<file path="src/rtl/calc_ctrl_seq.sv">
// calc_ctrl_seq: control unit and operand-entry sequencer for the WIDTH-bit
// keypad calculator. Builds operands A and B from one-cycle key strobes,
// latches the operator, launches a multi-cycle ALU operation and captures its
// result with overflow and timeout error handling.
//
// Optional feature: define CALC_CHAIN_EN to let an operator key in the done
// state reuse the result as operand A (chained operations). Without it,
// operator keys in the done state are ignored.
//
// Ports:
//   clk          in   rising-edge clock
//   clearAll     in   synchronous active-high reset, highest priority
//   key          in   4-bit key code, 0-9 are digits
//   key_valid    in   one-cycle strobe qualifying key
//   alu_done     in   ALU completion pulse
//   alu_ovf      in   ALU overflow, valid with alu_done
//   alu_result   in   ALU result, valid with alu_done
//   opA, opB     out  operand registers
//   op_sel       out  00 add, 01 sub, 10 mul, 11 and
//   alu_start    out  one-cycle ALU launch pulse
//   loadR        out  one-cycle result-load pulse
//   result       out  captured result
//   result_valid out  result available (done state)
//   busy         out  ALU operation in flight
//   err          out  overflow or timeout error
module calc_ctrl_seq #(
  parameter int unsigned WIDTH     = 8,
  parameter int unsigned TIMEOUT   = 16,
  parameter logic [3:0]  KEY_ADD   = 4'hA,
  parameter logic [3:0]  KEY_SUB   = 4'hB,
  parameter logic [3:0]  KEY_MUL   = 4'hC,
  parameter logic [3:0]  KEY_AND   = 4'hD,
  parameter logic [3:0]  KEY_CLR   = 4'hE,
  parameter logic [3:0]  KEY_ENTER = 4'hF
) (
  input  logic             clk,
  input  logic             clearAll,
  input  logic [3:0]       key,
  input  logic             key_valid,
  input  logic             alu_done,
  input  logic             alu_ovf,
  input  logic [WIDTH-1:0] alu_result,
  output logic [WIDTH-1:0] opA,
  output logic [WIDTH-1:0] opB,
  output logic [1:0]       op_sel,
  output logic             alu_start,
  output logic             loadR,
  output logic [WIDTH-1:0] result,
  output logic             result_valid,
  output logic             busy,
  output logic             err
);

  localparam int unsigned NDIG    = WIDTH / 4;
  localparam int unsigned DCW     = $clog2(NDIG + 1);
  localparam int unsigned TCW     = (TIMEOUT > 1) ? $clog2(TIMEOUT + 1) : 1;
  localparam int unsigned TO_LAST = (TIMEOUT == 0) ? 0 : TIMEOUT - 1;

  typedef enum logic [2:0] {
    S_A    = 3'd0,
    S_B    = 3'd1,
    S_EXEC = 3'd2,
    S_WAIT = 3'd3,
    S_DONE = 3'd4,
    S_ERR  = 3'd5
  } state_e;

  state_e           state_q, state_d;
  logic [WIDTH-1:0] opa_q, opa_d;
  logic [WIDTH-1:0] opb_q, opb_d;
  logic [WIDTH-1:0] res_q, res_d;
  logic [1:0]       op_q, op_d;
  logic [DCW-1:0]   cnta_q, cnta_d;
  logic [DCW-1:0]   cntb_q, cntb_d;
  logic [TCW-1:0]   tmo_q, tmo_d;
  logic             start_q, start_d;
  logic             load_q, load_d;
  logic             rv_q, rv_d;
  logic             busy_q, busy_d;
  logic             err_q, err_d;

  // Key decode, qualified by the strobe.
  logic       is_digit_c, is_op_c, is_clr_c, is_enter_c;
  logic [1:0] key_op_c;

  always_comb begin
    is_digit_c = 1'b0;
    is_op_c    = 1'b0;
    is_clr_c   = 1'b0;
    is_enter_c = 1'b0;
    key_op_c   = 2'b00;
    if (key_valid) begin
      if (key <= 4'd9) begin
        is_digit_c = 1'b1;
      end else if (key == KEY_ADD) begin
        is_op_c  = 1'b1;
        key_op_c = 2'b00;
      end else if (key == KEY_SUB) begin
        is_op_c  = 1'b1;
        key_op_c = 2'b01;
      end else if (key == KEY_MUL) begin
        is_op_c  = 1'b1;
        key_op_c = 2'b10;
      end else if (key == KEY_AND) begin
        is_op_c  = 1'b1;
        key_op_c = 2'b11;
      end else if (key == KEY_CLR) begin
        is_clr_c = 1'b1;
      end else if (key == KEY_ENTER) begin
        is_enter_c = 1'b1;
      end
    end
  end

  // Timeout fires on the last permitted WAIT cycle unless alu_done wins.
  logic to_last_c;
  assign to_last_c = (TIMEOUT != 0) && (tmo_q == TCW'(TO_LAST));

  // Next-state, datapath and registered-output decode.
  always_comb begin
    state_d = state_q;
    opa_d   = opa_q;
    opb_d   = opb_q;
    res_d   = res_q;
    op_d    = op_q;
    cnta_d  = cnta_q;
    cntb_d  = cntb_q;
    tmo_d   = '0;
    load_d  = 1'b0;

    case (state_q)
      S_A: begin
        if (is_digit_c) begin
          if (cnta_q < DCW'(NDIG)) begin
            opa_d  = {opa_q[WIDTH-5:0], key};
            cnta_d = cnta_q + DCW'(1);
          end
        end else if (is_op_c) begin
          op_d    = key_op_c;
          opb_d   = '0;
          cntb_d  = '0;
          state_d = S_B;
        end else if (is_clr_c) begin
          opa_d  = '0;
          cnta_d = '0;
        end
      end

      S_B: begin
        if (is_digit_c) begin
          if (cntb_q < DCW'(NDIG)) begin
            opb_d  = {opb_q[WIDTH-5:0], key};
            cntb_d = cntb_q + DCW'(1);
          end
        end else if (is_op_c) begin
          // Operator can be changed only until the first B digit.
          if (cntb_q == '0) begin
            op_d = key_op_c;
          end
        end else if (is_clr_c) begin
          opb_d  = '0;
          cntb_d = '0;
        end else if (is_enter_c && (cntb_q != '0)) begin
          state_d = S_EXEC;
        end
      end

      S_EXEC: begin
        state_d = S_WAIT;
      end

      S_WAIT: begin
        if (alu_done) begin
          res_d   = alu_result;
          load_d  = 1'b1;
          state_d = alu_ovf ? S_ERR : S_DONE;
        end else if (to_last_c) begin
          state_d = S_ERR;
        end else begin
          tmo_d = tmo_q + TCW'(1);
        end
      end

      S_DONE: begin
        if (is_digit_c) begin
          // The restarting digit is the first digit of the new operand A.
          opa_d   = {{(WIDTH-4){1'b0}}, key};
          cnta_d  = DCW'(1);
          opb_d   = '0;
          cntb_d  = '0;
          state_d = S_A;
        end else if (is_clr_c) begin
          opa_d   = '0;
          opb_d   = '0;
          cnta_d  = '0;
          cntb_d  = '0;
          state_d = S_A;
        end else if (is_op_c) begin
`ifdef CALC_CHAIN_EN
          opa_d   = res_q;
          cnta_d  = '0;
          opb_d   = '0;
          cntb_d  = '0;
          op_d    = key_op_c;
          state_d = S_B;
`else
          state_d = S_DONE;
`endif
        end
      end

      S_ERR: begin
        if (is_clr_c) begin
          opa_d   = '0;
          opb_d   = '0;
          res_d   = '0;
          op_d    = 2'b00;
          cnta_d  = '0;
          cntb_d  = '0;
          state_d = S_A;
        end
      end

      default: begin
        state_d = S_A;
      end
    endcase

    // Status flags are registered copies of the next state's decode.
    start_d = (state_d == S_EXEC);
    busy_d  = (state_d == S_EXEC) || (state_d == S_WAIT);
    rv_d    = (state_d == S_DONE);
    err_d   = (state_d == S_ERR);
  end

  // State and datapath registers; clearAll overrides everything.
  always_ff @(posedge clk) begin
    if (clearAll) begin
      state_q <= S_A;
      opa_q   <= '0;
      opb_q   <= '0;
      res_q   <= '0;
      op_q    <= 2'b00;
      cnta_q  <= '0;
      cntb_q  <= '0;
      tmo_q   <= '0;
      start_q <= 1'b0;
      load_q  <= 1'b0;
      rv_q    <= 1'b0;
      busy_q  <= 1'b0;
      err_q   <= 1'b0;
    end else begin
      state_q <= state_d;
      opa_q   <= opa_d;
      opb_q   <= opb_d;
      res_q   <= res_d;
      op_q    <= op_d;
      cnta_q  <= cnta_d;
      cntb_q  <= cntb_d;
      tmo_q   <= tmo_d;
      start_q <= start_d;
      load_q  <= load_d;
      rv_q    <= rv_d;
      busy_q  <= busy_d;
      err_q   <= err_d;
    end
  end

  assign opA          = opa_q;
  assign opB          = opb_q;
  assign op_sel       = op_q;
  assign alu_start    = start_q;
  assign loadR        = load_q;
  assign result       = res_q;
  assign result_valid = rv_q;
  assign busy         = busy_q;
  assign err          = err_q;

endmodule
</file>
<file path="config.mk">
export PLATFORM = sky130hd
export DESIGN_NAME = calc_ctrl_seq
export DESIGN_NICKNAME = d
export VERILOG_FILES = /design/src/rtl/calc_ctrl_seq.sv
export SDC_FILE = /design/constraint.sdc
export NUM_CORES = 1
export LEC_CHECK = 0
export CORE_UTILIZATION = 49
export DETAILED_ROUTE_END_ITERATION = 8
export HOLD_SLACK_MARGIN = 0.15
export PLACE_DENSITY = 0.81
export SLEW_MARGIN = 15
export SYNTH_ARGS = -nofsm -noshare
export SYNTH_HDL_FRONTEND = slang
export SYNTH_SLANG_ARGS = --single-unit
</file>
<file path="constraint.sdc">
create_clock -name clk -period 2.42 [get_ports clk]
set_input_delay 0.726 -clock clk [delete_from_list [all_inputs] [get_ports clk]]
set_output_delay 0.726 -clock clk [all_outputs]
set_load 0.02 [all_outputs]
</file>
==> impl_metrics.py <==
metrics = {
    "outcome": {
        "outcome": "finished clean",
    },
    "power": {
        "ir_worst_vdd_uv": 356.4,
        "powerDensity_nw_per_um2": 529.9,
        "p_leak_nw": 1.164,
        "power.switching_mw": 0.3727,
        "pwr-share-seq_pct": 47.1,
        "switching_share_pct": 24.11,
        "p_int_mw": 1.173,
        "clock_power_share_pct": 37.3,
        "combPwrFrac_pct": 15.6,
        "fin_total_pwr_mw": 1.545,
    },
    "routing": {
        "viasPerCell": 5.729,
        "detail-route-antenna-nets": 0,
        "wire_per_inst_um": 15.54,
        "drc": 0,
        "drt_wl_total_um": 5562,
        "first_pass_iters": 7,
        "first_iter_violations": 194,
        "routed-via-count": 2051,
    },
    "timing": {
        "tightest_slew_ns": 0.5976,
        "rsz0062_at_grt": "no",
        "slew_violations": 0,
        "layout_setup_ws_ns": 0.04721,
        "setup_violations": 0,
        "fin_crit_ns": 2.373,
        "skew_ns": 0.005549,
        "relSlewSlack_pct": 60.11,
        "timing.final.crit_share_pct": 98.05,
        "clock.fmax_ghz": 0.4214,
        "hold_violations": 0,
    },
    "floorplan": {
        "dieArea_um2": 4464,
        "rows": 23,
        "start_util_pct": 51.09,
        "die_h_um": 66.81,
        "die_w_um": 66.81,
        "ioPinCount": 48,
        "core_area_um2": 4029,
    },
    "place": {
        "place_congestion": 0.8916,
        "dp_slack_ns": -0.1850,
        "dp.cells": 350,
        "io_buffers": 47,
        "dp_hpwl_um": 3911,
    },
    "clock_tree": {
        "cts_root_buf": "clkbuf_8",
        "clock_latency_ns": 0.30,
        "cts_made_buffers": 5,
        "cts_tree": "done",
        "cts_max_path_buffers": 2,
        "cts.sinks": 43,
        "clkTransAtPathRegs_ns": 0.08,
        "cts_max_level": 2,
        "postCtsSetupBuffers": 0,
    },
    "global_routing": {
        "grt_pass1_vias": 1911,
        "grt_max_degree": 20,
        "grt_use_met2_pct": 44.57,
        "grt.busiest_layer": "met2",
        "overflow": 0,
        "grtUsageMet3_pct": 5.822,
        "grt_pass1_wl_um": 8652,
        "grt_util_all_layers_pct": 25.64,
        "antenna_found_initial": 0,
        "grt_use_met1_pct": 30.64,
    },
    "critical_path": {
        "critPathLaunchType": "primary input",
        "cp.required_ns": 2.66,
        "crit_fanout": 10,
        "cp-end-kind": "flip-flop",
        "worstPathArrival_ns": 2.61,
        "criticalPathCategory": "in2reg",
    },
    "finish": {
        "layout.cells.non_filler": 358,
        "seqCellArea_um2": 860.8,
        "finalNetCount": 327,
        "multi_input_area_um2": 1079,
        "final_cell_mix": "47 x clkdlybuf4s50_1, 43 x dfxtp_1, 36 x buf_4",
        "layout_commonest_cell": "clkdlybuf4s50_1",
        "drive_gt1_share_pct": 19.81,
        "area_growth_pct": 41.70,
        "fill_cells": 334,
        "num_antenna_cells": 0,
    },
    "synth": {
        "avgSynthCellArea_um2": 8.949,
        "syn_nets": 250,
        "ys_warn_count": 0,
        "ys_ff_latch": 43,
        "async_reset_ff_share_pct": 0,
        "ys_seq_area_share_pct": 41.82,
        "synth_edf_count": 0,
        "syn_inst": 230,
        "yosysUniqueCellTypes": 56,
        "synth_flop_cell": "dfxtp_1",
        "syn_area_um2": 2058,
    },
    "job": {
        "drv_cap": 0,
    },
    "worst_hold_path": {
        "hold_class": "reg2reg",
    },
}
-- sequential cells by signal, summed over array words and instances (netlist names) --
signal / flops
state_q: 3
result_valid: 1
opB: 8
loadR: 1
busy: 1
cnta_q: 2
opA: 8
alu_start: 1
cntb_q: 2
result: 8
err: 1
op_sel: 2
tmo_q: 5
-- kinds of logic (layout without fill, tap and decap cells) --
| group | after synthesis | count (layout) | share of synthesized area, % |
|---|---|---|---|
| simple gates | 82 | 82 | 20.24 |
| compound gates | 68 | 68 | 26.93 |
| flops | 43 | 43 | 41.82 |
| buf+inv | 28 | 106 | 6.079 |
| fa+ha+maj | 4 | 4 | 2.310 |
| xor+xnor | 3 | 3 | 1.642 |
| mux | 2 | 2 | 0.9727 |
-- cells in the mapped netlist (all sizes together), types with 3 or more instances --
master   number  area, µm²
dfxtp        43      860.8
nor2         27      101.4
nand2        16      60.06
inv          15      56.30
a22o         14      122.6
a22oi         9      67.56
buf           9      53.80
o21ai         9      48.80
nand3         8      45.04
a21oi         6      30.03
nand2b        6      45.04
nor3          6      30.03
a2111oi       5      50.04
clkbuf        4      15.01
nand4         4      25.02
a31o          3      26.28
and3          3      18.77
ha            3      37.54
nor2b         3      18.77
o22ai         3      25.02
-- critical path, stage by stage --
cell             delay [ns]
clkdlybuf4s50_1        0.43
buf_4                  0.20
xnor2_2                0.28
buf_4                  0.16
o31ai_1                0.06
o221a_2                0.31
o22ai_2                0.26
a22o_1                 0.18
-- power by group through the flow --
| stage | sequential (mW) | combinational (mW) | clock [mW] |
|---|---|---|---|
| floorplan | 0.751 | 0.115 | 0 |
| global placement | 0.745 | 0.230 | 0 |
| detailed placement | 0.745 | 0.233 | 0 |
| CTS | 0.728 | 0.237 | 0.579 |
| global route | 0.730 | 0.255 | 0.611 |
| finish | 0.728 | 0.241 | 0.576 |
-- metrics by stage --
| stage | util, % | hold slack, ns | TNS [ns] | instance area [µm²] |
|---|---|---|---|---|
| finish | 72.39 | 0.4514 | 0 | 2917 |
| global route | 72.39 | 0.4755 | 0 | 2917 |
| CTS | 72.24 | 0.4579 | 0 | 2910 |
| detailed placement | 69.32 | 0.4449 | -4.064 | 2793 |
| global placement | 69.32 | 0.4329 | -2.349 | 2793 |
| floorplan | - | 0.4175 | 0 | 2058 |
-- final timing paths --
kind,start,to,slack [ns],cells after the start
hold / removal,tmo_q[0],tmo_q[0],0.45,1
setup reg to reg,state_q[0],opB[7],0.48,7
hold reg to reg,tmo_q[0],tmo_q[0],0.45,1
setup / recovery,key[1],opB[7],0.05,8
-- area by class of cell --
cell class / count / area share [%]
clock buffers: 6 / 2.831
clock inverters: 2 / 1.201
multi-input cells: 159 / 36.98
repair buffers: 83 / 25.40
flip-flops and latches: 43 / 29.52
inverters: 15 / 1.931
well taps: 50 / 2.145
-- routing by layer --
layer | share of wire [%] | vias up
met1 | 43 | 940
met3 | 6.0 | 15
met2 | 50 | 102
li1 | - | 994
met5 | 0 | -
met4 | 1.6 | 0
-- timing repair --
item	in CTS	in global routing
endpoints found under the setup margin	0	3
gates resized for setup	0	2
hold buffers	0	0
Note: power is estimated with default switching activity, not from simulation.
